## src/rtl/lsu_pkg.sv

```systemverilog
// ----------------------------------------------------------------------------
// Package: lsu_pkg
// Shared definitions for the load/store unit: access size codes, FSM state
// encoding and small helpers for byte-mask and alignment calculation.
//
// Optional feature macro used by the LSU: LSU_MISALIGN_TRAP_EN
// ----------------------------------------------------------------------------
package lsu_pkg;

    localparam int LSU_XLEN = 64;
    localparam int LSU_RD_W = 5;

    // Access size codes as presented by the ALU stage
    typedef enum logic [1:0] {
        LSU_SZ_B = 2'd0,
        LSU_SZ_H = 2'd1,
        LSU_SZ_W = 2'd2,
        LSU_SZ_D = 2'd3
    } lsu_size_e;

    // One access in flight: accept -> request -> wait for response -> hand off
    typedef enum logic [1:0] {
        ST_IDLE = 2'd0,
        ST_REQ  = 2'd1,
        ST_WAIT = 2'd2,
        ST_DONE = 2'd3
    } lsu_state_e;

    // Byte-enable pattern of an access before it is moved to its lane
    function automatic logic [7:0] size_byte_mask(input logic [1:0] size);
        logic [7:0] mask;
        case (size)
            LSU_SZ_B: mask = 8'h01;
            LSU_SZ_H: mask = 8'h03;
            LSU_SZ_W: mask = 8'h0F;
            default:  mask = 8'hFF;
        endcase
        return mask;
    endfunction

    // True when the low address bits are not a multiple of the access size
    function automatic logic is_misaligned(input logic [2:0] addr_lo, input logic [1:0] size);
        logic mis;
        case (size)
            LSU_SZ_B: mis = 1'b0;
            LSU_SZ_H: mis = addr_lo[0];
            LSU_SZ_W: mis = |addr_lo[1:0];
            default:  mis = |addr_lo;
        endcase
        return mis;
    endfunction

endpackage

```

## src/rtl/lsu_align.sv

```systemverilog
// ----------------------------------------------------------------------------
// Module: lsu_align
// Purely combinational lane steering for the LSU.
//   Stores: shift right-aligned data up to its byte lane and build the byte
//           mask; anything past the dword boundary falls off the top.
//   Loads:  shift the aligned dword down to bit 0, truncate to the access
//           size and sign- or zero-extend.
//
// Ports:
//   addr_lo      in  3   byte offset within the dword
//   size         in  2   access size code
//   is_unsigned  in  1   zero-extend loads (ignored for dword)
//   store_data   in  64  right-aligned store data
//   load_rdata   in  64  aligned dword returned by memory
//   req_wdata    out 64  store data in its byte lane
//   req_wmask    out 8   byte enables for the store
//   load_data    out 64  extracted, extended load result
// ----------------------------------------------------------------------------
module lsu_align
    import lsu_pkg::*;
(
    input  logic [2:0]  addr_lo,
    input  logic [1:0]  size,
    input  logic        is_unsigned,
    input  logic [63:0] store_data,
    input  logic [63:0] load_rdata,
    output logic [63:0] req_wdata,
    output logic [7:0]  req_wmask,
    output logic [63:0] load_data
);

    logic [5:0]  shamt;
    logic [63:0] lane;

    assign shamt     = {addr_lo, 3'b000};
    assign req_wdata = store_data << shamt;
    assign req_wmask = size_byte_mask(size) << addr_lo;
    assign lane      = load_rdata >> shamt;

    // Truncate the shifted dword to the access size, then extend
    always_comb begin
        load_data = lane;
        case (size)
            LSU_SZ_B: load_data = is_unsigned ? {56'd0, lane[7:0]}  : {{56{lane[7]}},  lane[7:0]};
            LSU_SZ_H: load_data = is_unsigned ? {48'd0, lane[15:0]} : {{48{lane[15]}}, lane[15:0]};
            LSU_SZ_W: load_data = is_unsigned ? {32'd0, lane[31:0]} : {{32{lane[31]}}, lane[31:0]};
            default:  load_data = lane;
        endcase
    end

endmodule

```

## src/rtl/lsu.sv

```systemverilog
// ----------------------------------------------------------------------------
// Module: lsu
// Load/store unit downstream of the ALU. Accepts one access, issues a single
// 64-bit memory transaction over a valid/ready request channel, waits for the
// one-cycle response pulse, then holds the (extended) load result for
// writeback until it is taken. Only one access is ever in flight.
//
// Optional feature: define LSU_MISALIGN_TRAP_EN to trap misaligned accesses
// (no memory request, out_misalign=1, out_data=faulting address). Without it
// no check is made and out_misalign is tied low.
//
// Ports:
//   clk, rst                      clock, synchronous active-high reset
//   in_valid/in_ready             access handshake from the ALU stage
//   in_addr, in_wdata, in_store,
//   in_size, in_unsigned, in_rd   access description
//   mem_req_valid/mem_req_ready   memory request handshake
//   mem_req_addr/wen/wdata/wmask  dword address, write flag, lane data, byte enables
//   mem_resp_valid/mem_resp_rdata memory response pulse and read data
//   out_valid/out_ready           writeback handshake
//   out_rd, out_wen, out_data     writeback destination, enable and data
//   out_misalign                  misaligned-access fault flag
// ----------------------------------------------------------------------------
module lsu
    import lsu_pkg::*;
#(
    parameter int XLEN = LSU_XLEN,
    parameter int RD_W = LSU_RD_W
) (
    input  logic            clk,
    input  logic            rst,

    input  logic            in_valid,
    output logic            in_ready,
    input  logic [XLEN-1:0] in_addr,
    input  logic [XLEN-1:0] in_wdata,
    input  logic            in_store,
    input  logic [1:0]      in_size,
    input  logic            in_unsigned,
    input  logic [RD_W-1:0] in_rd,

    output logic            mem_req_valid,
    input  logic            mem_req_ready,
    output logic [XLEN-1:0] mem_req_addr,
    output logic            mem_req_wen,
    output logic [XLEN-1:0] mem_req_wdata,
    output logic [7:0]      mem_req_wmask,
    input  logic            mem_resp_valid,
    input  logic [XLEN-1:0] mem_resp_rdata,

    output logic            out_valid,
    input  logic            out_ready,
    output logic [RD_W-1:0] out_rd,
    output logic            out_wen,
    output logic [XLEN-1:0] out_data,
    output logic            out_misalign
);

    lsu_state_e state, next_state;

    logic [XLEN-1:0] addr_q;
    logic [XLEN-1:0] wdata_q;
    logic            store_q;
    logic [1:0]      size_q;
    logic            unsigned_q;
    logic [RD_W-1:0] rd_q;

    logic [XLEN-1:0] lane_wdata;
    logic [7:0]      lane_wmask;
    logic [XLEN-1:0] load_data;

    logic            accept;
    logic            trap_in;
    logic            resp_take;

    lsu_align u_align (
        .addr_lo     (addr_q[2:0]),
        .size        (size_q),
        .is_unsigned (unsigned_q),
        .store_data  (wdata_q),
        .load_rdata  (mem_resp_rdata),
        .req_wdata   (lane_wdata),
        .req_wmask   (lane_wmask),
        .load_data   (load_data)
    );

    assign accept    = (state == ST_IDLE) && in_valid;
    assign resp_take = (state == ST_WAIT) && mem_resp_valid;

`ifdef LSU_MISALIGN_TRAP_EN
    assign trap_in = is_misaligned(in_addr[2:0], in_size);
`else
    assign trap_in = 1'b0;
`endif

    // State register
    always_ff @(posedge clk) begin
        if (rst) begin
            state <= ST_IDLE;
        end else begin
            state <= next_state;
        end
    end

    // Next-state and handshake/request outputs; request fields come from the
    // latched access so they stay stable while the request is stalled
    always_comb begin
        next_state    = state;
        in_ready      = 1'b0;
        mem_req_valid = 1'b0;
        out_valid     = 1'b0;
        mem_req_addr  = {addr_q[XLEN-1:3], 3'b000};
        mem_req_wen   = store_q;
        mem_req_wdata = store_q ? lane_wdata : '0;
        mem_req_wmask = store_q ? lane_wmask : 8'h00;

        case (state)
            ST_IDLE: begin
                in_ready = 1'b1;
                if (in_valid) begin
                    next_state = trap_in ? ST_DONE : ST_REQ;
                end
            end
            ST_REQ: begin
                mem_req_valid = 1'b1;
                if (mem_req_ready) begin
                    next_state = ST_WAIT;
                end
            end
            ST_WAIT: begin
                if (mem_resp_valid) begin
                    next_state = ST_DONE;
                end
            end
            default: begin
                out_valid = 1'b1;
                if (out_ready) begin
                    next_state = ST_IDLE;
                end
            end
        endcase
    end

    // Access latch and writeback result registers. A trapped access loads the
    // result registers directly at accept time since it never reaches memory.
    always_ff @(posedge clk) begin
        if (rst) begin
            addr_q     <= '0;
            wdata_q    <= '0;
            store_q    <= 1'b0;
            size_q     <= 2'd0;
            unsigned_q <= 1'b0;
            rd_q       <= '0;
            out_rd     <= '0;
            out_wen    <= 1'b0;
            out_data   <= '0;
        end else begin
            if (accept) begin
                addr_q     <= in_addr;
                wdata_q    <= in_wdata;
                store_q    <= in_store;
                size_q     <= in_size;
                unsigned_q <= in_unsigned;
                rd_q       <= in_rd;
            end
            if (accept && trap_in) begin
                out_rd   <= in_rd;
                out_wen  <= 1'b0;
                out_data <= in_addr;
            end
            if (resp_take) begin
                out_rd   <= rd_q;
                out_wen  <= !store_q;
                out_data <= store_q ? '0 : load_data;
            end
        end
    end

`ifdef LSU_MISALIGN_TRAP_EN
    // Fault flag follows whichever path last filled the result registers
    always_ff @(posedge clk) begin
        if (rst) begin
            out_misalign <= 1'b0;
        end else if (accept && trap_in) begin
            out_misalign <= 1'b1;
        end else if (resp_take) begin
            out_misalign <= 1'b0;
        end
    end
`else
    assign out_misalign = 1'b0;
`endif

endmodule
```

## config.mk

```make
export PLATFORM = sky130hd
export DESIGN_NAME = lsu
export DESIGN_NICKNAME = d
export VERILOG_FILES = /design/src/rtl/lsu_pkg.sv /design/src/rtl/lsu_align.sv /design/src/rtl/lsu.sv
export SDC_FILE = /design/constraint.sdc
export NUM_CORES = 1
export LEC_CHECK = 0
export ABC_AREA = 1
export CELL_PAD_IN_SITES_DETAIL_PLACEMENT = 0
export CELL_PAD_IN_SITES_GLOBAL_PLACEMENT = 2
export CORE_MARGIN = 10
export CORE_UTILIZATION = 26
export CTS_BUF_LIST = sky130_fd_sc_hd__clkbuf_8
export DETAILED_ROUTE_END_ITERATION = 10
export PLACE_DENSITY = 0.95
export SYNTH_ARGS = -nofsm -noshare
export SYNTH_HDL_FRONTEND = slang
export SYNTH_SLANG_ARGS = --single-unit
export TNS_END_PERCENT = 10
```

## constraint.sdc

```tcl
create_clock -name clk -period 2.7 [get_ports clk]
set_input_delay 0.405 -clock clk [delete_from_list [all_inputs] [get_ports clk]]
set_output_delay 0.405 -clock clk [all_outputs]
set_load 0.02 [all_outputs]
```

==> results.cfg <==
[sta]
worst_pin_slew_ns = 0.724
setup_slack_ns = -0.0931
hold_viol = 0
max_freq_mhz = 358
setup-violations-final = 2
fin_crit_sh_pct = 103
finalSetupTns_ns = -0.160
finalMaxSlewViolations = 0
finClkSkew_ns = 0.0431
fin_crit_ns = 2.79
rsz0062_at_grt = yes
max-slew-margin-rel_pct = 51.7

[global_routing]
grt-ovfl-total = 0
grt_pass1_wl_um = 81400
grt_max_degree = 101
antenna_found_initial = 5
track_usage_pct = 19.7
first_global_vias = 12800

[worst_setup_path]
crit_type = reg -> out
cp_data_arrival_time_ns = 2.39
r2r.worst_path.cells = 11
crit_fanout = 53
worstPathRequired_ns = 2.30
cp-end-kind = primary output
max_stage_delay_ns = 0.63
reg2reg_to = out_data[25]
crit_slowest_cell = clkdlybuf4s50_1
critPathBufInv = 2
r2r-start = addr_q[0]
critPathLaunch = addr_q[0]
crit_path_end = mem_req_wdata[16]
r2r_slack_ns = 0.44
cp_top_family = buffers and inverters
cp-start-kind = flip-flop
cp_cell_sequence = buf_16 -> nand2_1 -> o21ai_1 -> a22oi_2 -> nor2_1 -> clkdlybuf4s50_1
cp.depth = 6

[route]
routed_wl_um = 55600
dr.pass1.iters = 6
num_vias = 12700
via_per_inst = 4.82
post-route-drc-count = 0
drtIter0Drc = 1143
post_drt_wl_per_cell_um = 21.1
antenna_left = 0

[final_layout]
drive_gt1_share_pct = 11.9
nets = 2234
fill_cells = 4691
syn2layout_area_growth_pct = 43.9
utilization_pct = 38.1
fin_area_mm2 = 0.0169

[clocking]
cts_root_buf = clkbuf_8
ctsHoldBuffers = 0
cts_tree = built
cts_num_sinks = 209
numCtsBuffers = 40
htreeDepth = 2
path_clk_slew_ns = 0.06
post_cts_buffers = 0
insertion_delay_ns = 0.61
clockBufferDepth = 3

[floorplan]
die_area_mm2 = 0.0541
core_mm2 = 0.0444
die_w_um = 233
rows = 77
fp.dieH_um = 233
pin_count = 418
initial_core_util_pct = 26.5

[pwr]
power_frac_comb_pct = 48.0
p_int_mw = 7.95
switching_share_pct = 43.3
power_frac_seq_pct = 28.1
pwr-share-clk_pct = 23.9
power_switching_mw = 6.07
p_leak_nw = 6.49
max-vdd-ir-drop_mv = 0.417
power_density_mw_per_mm2 = 829

[synth]
synth_top_family_by_area = simple AND/OR/NAND/NOR gates
synthMuxAreaShare_pct = 1.45
ys.flop_type = dfxtp_1
ys_seq_area_share_pct = 35.6
synth_async_sr_flop_share_pct = 0
synth.avg_cell_area_um2 = 6.86
yosysWarnings = 0
synth-adder-area-share_pct = 0.426
synth_xor_area_share_pct = 0
synth_area_mm2 = 0.0117
synth_cells = 1713
synth_compound_area_share_pct = 23.2
ys_ff_latch = 209
synth_simple_gate_area_share_pct = 27.1
synth-edff-count = 0
synthDistinctLibCells = 43

[placed_design]
dp_slack_ns = 0.187
hpwlAfterDp_um = 42900
place_area_mm2 = 0.0161
gp_congestion = 0.903
port-buffer-count = 413

[status]
violations = negative setup slack
status = finished with violations

[worst_hold_path]
hold_class = in -> reg

[run]
maxCapViolCount = 0
[Yosys cell counts, drive strengths merged, types with 16 or more instances]
master	number	area (um2)
nand2	580	2220
a21oi	234	1290
dfxtp	209	4180
o21ai	151	771
buf	122	913
nor2	93	385
clkbuf	79	300
nand3	74	536
inv	55	209
a211oi	24	180
mux2i	17	170
a221o	16	160
[kinds of logic after synthesis]
kind of cell / Yosys count
and+or+nand+nor: 754
AOI/OAI and AO/OA: 469
buffers and inverters: 259
DFF: 209
muxes: 17
adders and majority gates: 4
other: 1
[registers in the layout, summed over array words and instances (netlist names)]
signal / flops
out_rd: 5
state: 2
unsigned_q: 1
mem_req_wen: 1
rd_q: 5
size_q: 2
addr_q: 64
out_wen: 1
out_data: 64
wdata_q: 64
[how the worst min path moves through the flow]
stage,start,to,slack [ns],cells after the start
after floorplan,rd_q[0],out_rd[0],0.44,2
after global placement,rd_q[4],out_rd[4],0.45,2
after detailed placement,rd_q[4],rd_q[4],0.46,2
after CTS,rst,addr_q[61],0.21,2
after global routing,rst,addr_q[47],0.26,2
final,rst,wdata_q[13],0.26,2
[stage by stage]
stage                     cells  hold slack (ns)  power [mW]
after floorplan            1716            0.441        8.21
after global placement     2573            0.448        10.7
after detailed placement   2573            0.455        10.7
after CTS                  2640            0.208        14.1
after global routing       2641            0.259        14.9
final                      2641            0.263        14.0
[power by group through the flow]
stage / logic [mW] / clock network, mW / registers (mW)
3_5_place_dp: 6.75 / 0 / 3.98
6_report: 6.73 / 3.35 / 3.93
2_1_floorplan: 4.21 / 0 / 4.00
4_1_cts: 6.75 / 3.47 / 3.93
3_3_place_gp: 6.73 / 0 / 3.97
5_1_grt: 7.35 / 3.58 / 3.98
[layout make-up]
| cell class | instances | area [um2] | share of cell area [%] |
|---|---|---|---|
| diodes | 1 | 2.50 | 0.0148 |
| clock buffers | 45 | 619 | 3.66 |
| clock inverters | 22 | 210 | 1.24 |
| inverters | 58 | 226 | 1.34 |
| multi-input cells | 1248 | 6220 | 36.8 |
| flip-flops and latches | 209 | 4190 | 24.8 |
| well taps | 592 | 741 | 4.38 |
| repair buffers | 466 | 4700 | 27.8 |
[routing by layer]
layer | global-route usage (%) | up-vias | share of wire (%)
li1 | - | 6229 | -
met1 | 23.0 | 5906 | 40
met5 | 0 | - | 0.068
met2 | 34.1 | 490 | 49
met4 | 6.55 | 6 | 2.7
met3 | 5.61 | 94 | 8.0
[cell usage in the layout (no fill, tap or decap), types with 18 or more instances in the layout]
master and instances:
a21oi_2 32, clkbuf_8 45, nand3_2 33, dlygate4sd2_1 33, dfxtp_1 206, nand3_1 41, nand2_1 571, clkdlybuf4s50_1 342
buf_12 21, o21ai_1 18, nor2_1 85, buf_4 43, inv_1 63, a211oi_1 24, a21oi_1 202, o21ai_0 129
[repair_timing]
item / 4_1_cts / 5_1_grt
gates resized for setup: 89 / 40
hold endpoints to repair: 0 / 0
setup endpoints to repair: 67 / 36
pin swaps: 0 / 0
Note: power is estimated with default switching activity, not from simulation.
